==> config.mk <==
export PLATFORM = sky130hd
export DESIGN_NAME = sat_counter
export DESIGN_NICKNAME = d
export VERILOG_FILES = /design/src/rtl/sat_counter.sv
export SDC_FILE = /design/constraint.sdc
export NUM_CORES = 1
export LEC_CHECK = 0
export BUFFER_PORTS_ARGS = -buffer_cell sky130_fd_sc_hd__clkbuf_2
export CELL_PAD_IN_SITES_DETAIL_PLACEMENT = 0
export CELL_PAD_IN_SITES_GLOBAL_PLACEMENT = 2
export CORE_MARGIN = 5
export CORE_UTILIZATION = 32
export CTS_CLUSTER_DIAMETER = 150
export DETAILED_ROUTE_END_ITERATION = 10
export MAX_ROUTING_LAYER = met4
export PLACE_DENSITY = 0.85
export SYNTH_ARGS = -nofsm -noshare
export SYNTH_HDL_FRONTEND = slang
export SYNTH_SLANG_ARGS = --single-unit
==> constraint.sdc <==
create_clock -name clk_i -period 3.1 [get_ports clk_i]
set_input_delay 0.775 -clock clk_i [delete_from_list [all_inputs] [get_ports clk_i]]
set_output_delay 0.775 -clock clk_i [all_outputs]
set_load 0.005 [all_outputs]
==> src/rtl/sat_counter.sv <==
// Up-counter with synchronous clear and a build-time choice of saturating or wrapping overflow.
module sat_counter #(
  parameter int unsigned Width    = 8,
  parameter bit          Saturate = 1'b1
) (
  input  logic             clk_i,
  input  logic             rst_i,
  input  logic             clr_i,
  input  logic             inc_i,
  output logic [Width-1:0] count_o
);

  logic [Width-1:0] cnt_q, cnt_d;

  // Clear has priority over a coincident increment.
  always_comb begin
    cnt_d = cnt_q;
    if (clr_i) begin
      cnt_d = '0;
    end else if (inc_i) begin
      if (!Saturate || (cnt_q != '1)) begin
        cnt_d = cnt_q + Width'(1);
      end
    end
  end

  always_ff @(posedge clk_i or posedge rst_i) begin
    if (rst_i) begin
      cnt_q <= '0;
    end else begin
      cnt_q <= cnt_d;
    end
  end

  assign count_o = cnt_q;

endmodule

==> results of run 1 <==
-- power by group through the flow --
stage               clock network, W  registers [W]  logic [W]
detailed placement                 0       0.000114  0.0000203
global placement                   0       0.000113  0.0000202
CTS                        0.0000879       0.000112  0.0000203
floorplan                          0       0.000113  0.0000136
global route               0.0000924       0.000112  0.0000225
finish                     0.0000843       0.000112  0.0000197
-- stage by stage --
stage | hold WS (ns) | worst slack (ns) | power, W | instance area (um^2) | utilization [%]
final | 0.432 | 1.44 | 0.000216 | 571 | 38.3
after global routing | 0.459 | 1.36 | 0.000227 | 571 | 38.3
after CTS | 0.452 | 1.44 | 0.000220 | 571 | 38.3
after detailed placement | 0.614 | 1.32 | 0.000134 | 548 | 36.8
after global placement | 0.593 | 1.37 | 0.000134 | 548 | 36.8
after floorplan | 0.581 | 1.45 | 0.000126 | 493 | -
-- final timing paths --
path	depth (start not counted)	end	from
setup / recovery	1	count_o[0]	count_o[0]
hold / removal	2	count_o[0]	rst_i
setup reg to reg	4	count_o[0]	count_o[0]
hold reg to reg	2	count_o[4]	count_o[4]
max in group asynchronous	2	count_o[1]	rst_i
min in group clk_i	2	count_o[4]	count_o[4]
-- per-layer routing --
layer / vias up / part of all wire [%] / global-route usage [%]
met5: - / 0 / -
met4: 0 / 4.2 / 9.42
met3: 5 / 5.3 / 3.36
met2: 12 / 45 / 14.6
met1: 202 / 45 / 13.0
li1: 205 / - / -
-- cells by family after synthesis --
group,Yosys count
flip-flops,8
AND/OR/NAND/NOR,22
adder cells (fa/ha/maj),1
AO/OA/AOI/OAI,9
multiplexers,3
buffers and inverters,6
-- final cells by class --
class	instances	share of cell area, %
Clock buffer	3	3.95
Inverter	3	1.97
Multi-Input combinational cell	35	45.8
Sequential cell	8	35.1
Tap cell	16	3.51
Timing Repair Buffer	11	9.65
-- cell usage in the layout (no fill, tap or decap) --
cell type  Yosys  routed
nor3b_1        1       1
clkbuf_4       0       3
nor4b_1        1       1
a211oi_1       4       4
nand3_1        3       3
a31oi_1        1       1
inv_1          3       3
dfrtp_1        8       8
nor3_1         3       3
clkbuf_2       0      11
nor2_1         2       2
nand2b_1       2       2
nor2b_1        3       3
mux2i_1        1       1
mux2_4         1       1
a21oi_1        2       2
a21boi_4       1       1
ha_1           1       1
nand4_1        4       4
mux2_2         1       1
and4_1         1       1
and3_4         1       1
and4_2         1       1
o21bai_1       1       1
==> results.sh, run 1 <==
export IMPL_synth_top_area_cell="dfrtp_1"
export IMPL_routed_wl_um=1090
export IMPL_io_pins=12
export IMPL_synth_top_family_by_area="simple AND/OR/NAND/NOR gates"
export IMPL_antenna_cells=0
export IMPL_initialDrtViolationCount=2
export IMPL_fmax_mhz=602
export IMPL_largest_register_ff_count=8
export IMPL_period_share_pct=53.6
export IMPL_synth_flop_cell="dfrtp_1"
export IMPL_start_util_pct=33.1
export IMPL_netlist_top_cells_area="dfrtp_1 41%, a211oi_1 6.1%, nand4_1 5.1%, a21boi_4 3.8%, nor2b_1 3.8%"
export IMPL_final_setup_skew_ns=0.00696
export IMPL_synthArstFlopShare_pct=100
export IMPL_nFillCells=153
export IMPL_die_area_um2=2430
export IMPL_yosysSeqAreaShare_pct=40.6
export IMPL_die_y_um=49.3
export IMPL_setup_violations=0
export IMPL_synthXorXnorAreaFrac_pct=0
export IMPL_grt_ovfl_total=0
export IMPL_num_nets_final=67
export IMPL_cts_root_buffer="clkbuf_4"
export IMPL_viasPerCell=5.58
export IMPL_syn_inst=49
export IMPL_switching_share_pct=25.4
export IMPL_arrival_ns=0.89
export IMPL_syn_nets=54
export IMPL_ir_drop_mv=0.191
export IMPL_regArea_um2=200
export IMPL_switchingPower_w=0.0000549
export IMPL_cp_slowest_stage_delay_ns=0.46
export IMPL_synth_simple_area_share_pct=28.4
export IMPL_r2r_setup_slack_ns=1.45
export IMPL_postCtsHoldBufs=0
export IMPL_finalWeightedCongestion=0.722
export IMPL_synth_edf_count=0
export IMPL_crit_family="flip-flops"
export IMPL_clockPowerShare_pct=39.1
export IMPL_synth_top_cells_by_count="8 x dfrtp_1, 4 x a211oi_1, 4 x nand4_1"
export IMPL_drv_cap=0
export IMPL_crit_path_end_kind="primary output"
export IMPL_comb_power_share_pct=9.1
export IMPL_p_int_w=0.000161
export IMPL_worstPathRequired_ns=2.32
export IMPL_fin_crit_ns=1.66
export IMPL_crit_chain="clkbuf_2"
export IMPL_slew_viol_final=0
export IMPL_port_buffers=11
export IMPL_cts_tree="done"
export IMPL_clk_pin_slew_ns=0.06
export IMPL_row_count=14
export IMPL_remaining_drc_errors=0
export IMPL_dieWidth_um=49.3
export IMPL_synth_yosys_warnings=0
export IMPL_ys_ff_latch=8
export IMPL_areaGrowthSynthToFinish_pct=15.7
export IMPL_synth_fa_ha_area_share_pct=2.54
export IMPL_antenna_found_initial=0
export IMPL_power_density_nw_per_um2=378
export IMPL_fin_tns_setup_ns=0
export IMPL_core_area_um2=1490
export IMPL_yosysTopAreaCellShare_pct=40.6
export IMPL_critPathLaunchType="register"
export IMPL_htree_levels=1
export IMPL_syn_area_um2=493
export IMPL_maxSlewHeadroom_pct=78.2
export IMPL_crit_type="register to primary output"
export IMPL_critPathMaxFanout=7
export IMPL_leakage_nw=0.258
export IMPL_grt_use_total_pct=10.9
export IMPL_synth_most_common_cell="dfrtp_1"
export IMPL_rsz0062_at_grt="false"
export IMPL_clk_latency_ns=0.26
export IMPL_wire_per_inst_um=14.3
export IMPL_clk_path_buf_depth=2
export IMPL_cts_buffers=3
export IMPL_cts_resized=0
export IMPL_synth_compound_area_share_pct=14.7
export IMPL_first_pass_iters=4
export IMPL_synth_cell_types=25
export IMPL_hpwlAfterDp_um=805
export IMPL_grt_max_degree=12
export IMPL_ant_nets=0
export IMPL_hold_path_class="primary input to async pin"
export IMPL_cpMaxStageDelayCell="dfrtp_1"
export IMPL_stdcell_count=76
export IMPL_path_buf_inv=1
export IMPL_placedCellCount=73
export IMPL_vias=424
export IMPL_multi_input_area_um2=262
export IMPL_status="completed"
export IMPL_avgSynthCellArea_um2=10.1
export IMPL_tightest_slew_ns=0.327
export IMPL_synth_mux_area_share_pct=7.36
export IMPL_cts_sinks=8
export IMPL_drive_above_1_share_pct=31.7
export IMPL_grt_pass1_vias=420
export IMPL_grt_pass1_wl_um=1950
export IMPL_hold_violations=0
export IMPL_cts_setup_buffers=0
export IMPL_seqPwrFrac_pct=51.8
No activity file was read; power rests on OpenSTA's default activity.
==> run 2, diff against run 1 <==
--- a/config.mk
+++ b/config.mk
@@ -8,12 +8,13 @@
 export BUFFER_PORTS_ARGS = -buffer_cell sky130_fd_sc_hd__clkbuf_2
 export CELL_PAD_IN_SITES_DETAIL_PLACEMENT = 0
 export CELL_PAD_IN_SITES_GLOBAL_PLACEMENT = 2
+export CORE_ASPECT_RATIO = 1.25
 export CORE_MARGIN = 5
-export CORE_UTILIZATION = 32
+export CORE_UTILIZATION = 30
 export CTS_CLUSTER_DIAMETER = 150
 export DETAILED_ROUTE_END_ITERATION = 10
 export MAX_ROUTING_LAYER = met4
-export PLACE_DENSITY = 0.85
+export PLACE_DENSITY = 0.81
 export SYNTH_ARGS = -nofsm -noshare
 export SYNTH_HDL_FRONTEND = slang
 export SYNTH_SLANG_ARGS = --single-unit
==> constraint.sdc (replaced) <==
create_clock -name clk_i -period 1.57 [get_ports clk_i]
set_input_delay 0.3925 -clock clk_i [delete_from_list [all_inputs] [get_ports clk_i]]
set_output_delay 0.3925 -clock clk_i [all_outputs]
set_load 0.005 [all_outputs]
==> results.sh, run 2 (synthesis gave the netlist of run 1 again) <==
export IMPL_status="completed"
export IMPL_regArea_um2=200
export IMPL_core_area_um2=1560
export IMPL_clk_latency_ns=0.26
export IMPL_final_cell_mix="11 x clkbuf_2, 8 x dfrtp_1, 4 x a211oi_1, 4 x nand4_1, 4 x buf_4"
export IMPL_hold_path_class="primary input to async pin"
export IMPL_cts_tree="done"
export IMPL_cts_setup_buffers=0
export IMPL_power_density_nw_per_um2=710
export IMPL_grt_pass1_wl_um=2070
export IMPL_rsz0062_at_grt="false"
export IMPL_cts_buffers=3
export IMPL_fin_tns_setup_ns=0
export IMPL_io_pins=12
export IMPL_leakage_nw=0.279
export IMPL_drive_above_1_share_pct=35.9
export IMPL_timing_rr_start="count_o[0]"
export IMPL_htree_levels=1
export IMPL_tightest_slew_ns=0.335
export IMPL_drv_cap=0
export IMPL_final_common_cell="clkbuf_2"
export IMPL_nFillCells=170
export IMPL_remaining_drc_errors=0
export IMPL_initialDrtViolationCount=6
export IMPL_final_setup_skew_ns=0.00720
export IMPL_grt_pass1_vias=458
export IMPL_ir_drop_mv=0.384
export IMPL_start_util_pct=31.6
export IMPL_num_nets_final=71
export IMPL_clk_path_buf_depth=2
export IMPL_dieWidth_um=46.3
export IMPL_maxSlewHeadroom_pct=77.6
export IMPL_grt_max_degree=12
export IMPL_met2_length_um=563
export IMPL_critPathMaxFanout=6
export IMPL_wire_per_inst_um=13.7
export IMPL_crit_type="register to register"
export IMPL_setup_violations=0
export IMPL_stdcell_count=82
export IMPL_ant_nets=0
export IMPL_multi_input_area_um2=262
export IMPL_fin_crit_ns=1.47
export IMPL_grt_use_total_pct=11.2
export IMPL_utilization_pct=38.6
export IMPL_crit_path_end_kind="register"
export IMPL_critPathLaunchType="register"
export IMPL_clk_pin_slew_ns=0.06
export IMPL_power_w=0.000428
export IMPL_m1WireLength_um=512
export IMPL_antenna_found_initial=0
export IMPL_cts_resized=0
export IMPL_vias=421
export IMPL_holdWs_ns=0.0631
export IMPL_routed_wl_um=1120
export IMPL_cts_sinks=8
export IMPL_finalWeightedCongestion=0.728
export IMPL_grt_ovfl_total=0
export IMPL_die_area_um2=2560
export IMPL_antenna_cells=0
export IMPL_postCtsHoldBufs=0
export IMPL_hold_violations=0
export IMPL_largest_register_ff_count=8
export IMPL_hpwlAfterDp_um=819
export IMPL_slew_viol_final=0
export IMPL_first_pass_iters=3
export IMPL_wl_met3_um=29
export IMPL_die_y_um=55.3
export IMPL_fmax_mhz=679
export IMPL_period_share_pct=93.8
export IMPL_port_buffers=11
export IMPL_crit_path_start="count_o[0]"
export IMPL_arrival_ns=1.62
export IMPL_areaGrowthSynthToFinish_pct=22.3
export IMPL_placedCellCount=79
export IMPL_row_count=16
export IMPL_cts_root_buffer="clkbuf_4"
export IMPL_viasPerCell=5.13
export IMPL_rr_worst_depth=4
export IMPL_worstPathRequired_ns=1.71
export IMPL_top_layer_used="met4"
==> run 2: cell count changes in the layout (fill, tap and decap cells not counted), sizes merged <==
cell,delta
buf,+4
==> run 2: cell type report <==
class,count,area share (%)
timing repair buffer,15,14.1
inverter,3,1.87
multi-input combinational,35,43.4
tap,18,3.73
clock buffer,3,3.73
sequential,8,33.2
==> run 2: worst max-delay path, stage by stage (launching register included) <==
cell and delay [ns]:
dfrtp_1 0.38, ha_1 0.21, and4_1 0.27, a21boi_4 0.18, mux2_4 0.31
==> run 2: power by group <==
part	switching [W]	internal, W
combinational	0.0000281	0.0000249
sequential	0.00000347	0.000211
clock	0.0000731	0.0000877
==> run 2: final timing paths <==
check,endpoint,slack [ns]
max,count_o[0],0.1
min,count_o[7],0.06
max reg2reg,count_o[0],0.1
min reg2reg,count_o[4],0.63
max in group asynchronous,count_o[3],1.25
min in group clk_i,count_o[6],0.47
==> run 2: metrics by stage <==
step / worst slack, ns / cell area [um^2]
4_1_cts: 0.0980 / 603
5_1_grt: 0.0296 / 603
2_1_floorplan: 0.000861 / 493
6_report: 0.0979 / 603
3_5_place_dp: 0.106 / 581
3_3_place_gp: 0.125 / 581
==> run 2: layer usage <==
layer	track usage [%]	vias to the layer above
li1	-	212
met1	14.2	200
met2	15.2	7
met3	2.92	2
met4	7.32	0
met5	-	-
==> run 3, diff against run 2 <==
--- a/config.mk
+++ b/config.mk
@@ -6,15 +6,16 @@
 export NUM_CORES = 1
 export LEC_CHECK = 0
 export BUFFER_PORTS_ARGS = -buffer_cell sky130_fd_sc_hd__clkbuf_2
+export CAP_MARGIN = 20
 export CELL_PAD_IN_SITES_DETAIL_PLACEMENT = 0
 export CELL_PAD_IN_SITES_GLOBAL_PLACEMENT = 2
 export CORE_ASPECT_RATIO = 1.25
 export CORE_MARGIN = 5
-export CORE_UTILIZATION = 30
+export CORE_UTILIZATION = 27
 export CTS_CLUSTER_DIAMETER = 150
 export DETAILED_ROUTE_END_ITERATION = 10
 export MAX_ROUTING_LAYER = met4
-export PLACE_DENSITY = 0.81
+export PLACE_DENSITY_LB_ADDON = 0.1
 export SYNTH_ARGS = -nofsm -noshare
 export SYNTH_HDL_FRONTEND = slang
 export SYNTH_SLANG_ARGS = --single-unit
==> constraint.sdc (replaced) <==
create_clock -name clk_i -period 1.2 [get_ports clk_i]
set_input_delay 0.3 -clock clk_i [delete_from_list [all_inputs] [get_ports clk_i]]
set_output_delay 0.3 -clock clk_i [all_outputs]
set_load 0.005 [all_outputs]
==> results.sh, run 3 (synthesis gave the netlist of run 1 again) <==
export IMPL_status="finished, violations left"
export IMPL_failed_checks="negative setup slack"
export IMPL_hold_depth=2
export IMPL_cts_buffers=3
export IMPL_path_depth=5
export IMPL_clk_latency_ns=0.26
export IMPL_path_buf_inv=1
export IMPL_leakage_nw=0.399
export IMPL_clk_path_buf_depth=2
export IMPL_nFillCells=162
export IMPL_crit_path_end_kind="register"
export IMPL_period_share_pct=116
export IMPL_grt_pass1_vias=516
export IMPL_met2_usage_pct=18.7
export IMPL_routed_wl_um=1610
export IMPL_dieWidth_um=48.2
export IMPL_cts_tree="done"
export IMPL_critPathLaunchType="register"
export IMPL_use_met3_pct=3.42
export IMPL_remaining_drc_errors=0
export IMPL_die_y_um=57.8
export IMPL_row_count=17
export IMPL_vias=522
export IMPL_wire_per_inst_um=15.5
export IMPL_antenna_cells=0
export IMPL_worstPathRequired_ns=1.34
export IMPL_stdcell_count=104
export IMPL_num_nets_final=92
export IMPL_areaGrowthSynthToFinish_pct=78.9
export IMPL_cts_sinks=8
export IMPL_rsz0062_at_grt="true"
export IMPL_grt_use_total_pct=13.0
export IMPL_clk_pin_slew_ns=0.06
export IMPL_holdWs_ns=0.380
export IMPL_initialDrtViolationCount=6
export IMPL_crit_type="register to register"
export IMPL_die_area_um2=2790
export IMPL_hold_violations=0
export IMPL_placedCellCount=91
export IMPL_grt_util_met1_pct=16.6
export IMPL_maxSlewHeadroom_pct=77.7
export IMPL_setup_violations=12
export IMPL_drv_cap=0
export IMPL_viasPerCell=5.02
export IMPL_core_area_um2=1740
export IMPL_grt_max_degree=12
export IMPL_drive_above_1_share_pct=62.4
export IMPL_start_util_pct=28.3
export IMPL_finalWeightedCongestion=0.748
export IMPL_ir_drop_mv=0.435
export IMPL_largest_register_ff_count=8
export IMPL_crit_family="simple AND/OR/NAND/NOR gates"
export IMPL_critPathMaxFanout=4
export IMPL_slew_viol_final=0
export IMPL_fmax_mhz=721
export IMPL_fin_crit_ns=1.39
export IMPL_tightest_slew_ns=0.334
export IMPL_busiest_layer="met2"
export IMPL_fin_ws_ns=-0.188
export IMPL_final_cell_mix="18 x buf_4, 9 x clkbuf_2, 8 x dfrtp_1, 8 x buf_6, 4 x nand4_1"
export IMPL_hold_path_class="primary input to register"
export IMPL_ant_nets=0
export IMPL_power_density_nw_per_um2=691
export IMPL_crit_chain="ha_4, and4_4, buf_4, and4_2, nor3_2"
export IMPL_cpMaxStageDelayCell="dfrtp_1"
export IMPL_cts_root_buffer="clkbuf_4"
export IMPL_power_w=0.000609
export IMPL_final_setup_skew_ns=0.000208
export IMPL_htree_levels=1
export IMPL_arrival_ns=1.53
export IMPL_io_pins=12
export IMPL_port_buffers=11
export IMPL_hpwlAfterDp_um=1030
export IMPL_pre_cts_slack_ns=-0.220
export IMPL_utilization_pct=50.6
export IMPL_final_common_cell="buf_4"
export IMPL_first_pass_iters=4
export IMPL_rr_worst_depth=5
export IMPL_grt_pass1_wl_um=2440
export IMPL_cp_slowest_stage_delay_ns=0.42
export IMPL_antenna_found_initial=0
export IMPL_grt_ovfl_total=0
## run 3: cell count changes in the layout (fill, tap and decap cells not counted), sizes merged
cell         previous run  this run
buf                     4        26
clkbuf                 14        12
dlygate4sd3             0         1
## run 3: final cells by class
type                       count  area [um^2]  share of cell area [%]
tap                           19         23.8                    2.70
inverter                       3         11.3                    1.28
timing repair buffer          36          280                    31.8
multi-input combinational     35          344                    39.0
clock buffer                   3         22.5                    2.55
sequential                     8          200                    22.7
## run 3: routing by layer
layer,vias to the layer above,wire length [um]
li1,256,-
met1,255,673
met2,11,842
met3,0,96
met4,0,0
met5,-,0
## run 3: worst register-to-register path, cell delays in order (launching register included)
cell and delay (ns):
dfrtp_1 0.42, ha_4 0.18, and4_4 0.26, buf_4 0.15, and4_2 0.23, nor3_2 0.04
## run 3: through the flow
step | TNS [ns] | cell area [um^2]
2_1_floorplan | -1.21 | 495
3_3_place_gp | -0.956 | 667
3_5_place_dp | -1.07 | 667
4_1_cts | -0.961 | 803
5_1_grt | -1.78 | 882
6_report | -1.17 | 882
## run 3: final timing paths
path                       slack [ns]       start         end
hold / removal                   0.38       clr_i  count_o[6]
min in group asynchronous        0.52       rst_i  count_o[4]
setup reg to reg                -0.19  count_o[0]  count_o[6]
setup / recovery                -0.19  count_o[0]  count_o[6]
hold reg to reg                  0.70  count_o[2]  count_o[4]
max in group asynchronous        0.43       rst_i  count_o[5]
## run 3: power breakdown
| part | switching, W | internal, W | leakage (nW) |
|---|---|---|---|
| sequential | 0.00000811 | 0.000276 | 0.110 |
| combinational | 0.0000494 | 0.0000588 | 0.275 |
| clock | 0.000102 | 0.000115 | 0.0138 |
| total | 0.000159 | 0.000450 | 0.399 |
## run 3: what timing repair did
action	CTS	global route
pin swaps	7	4
endpoints found under the hold margin	8	0
setup buffers	6	4
endpoints found under the setup margin	15	16
hold buffers	1	0
gates resized for setup	14	10
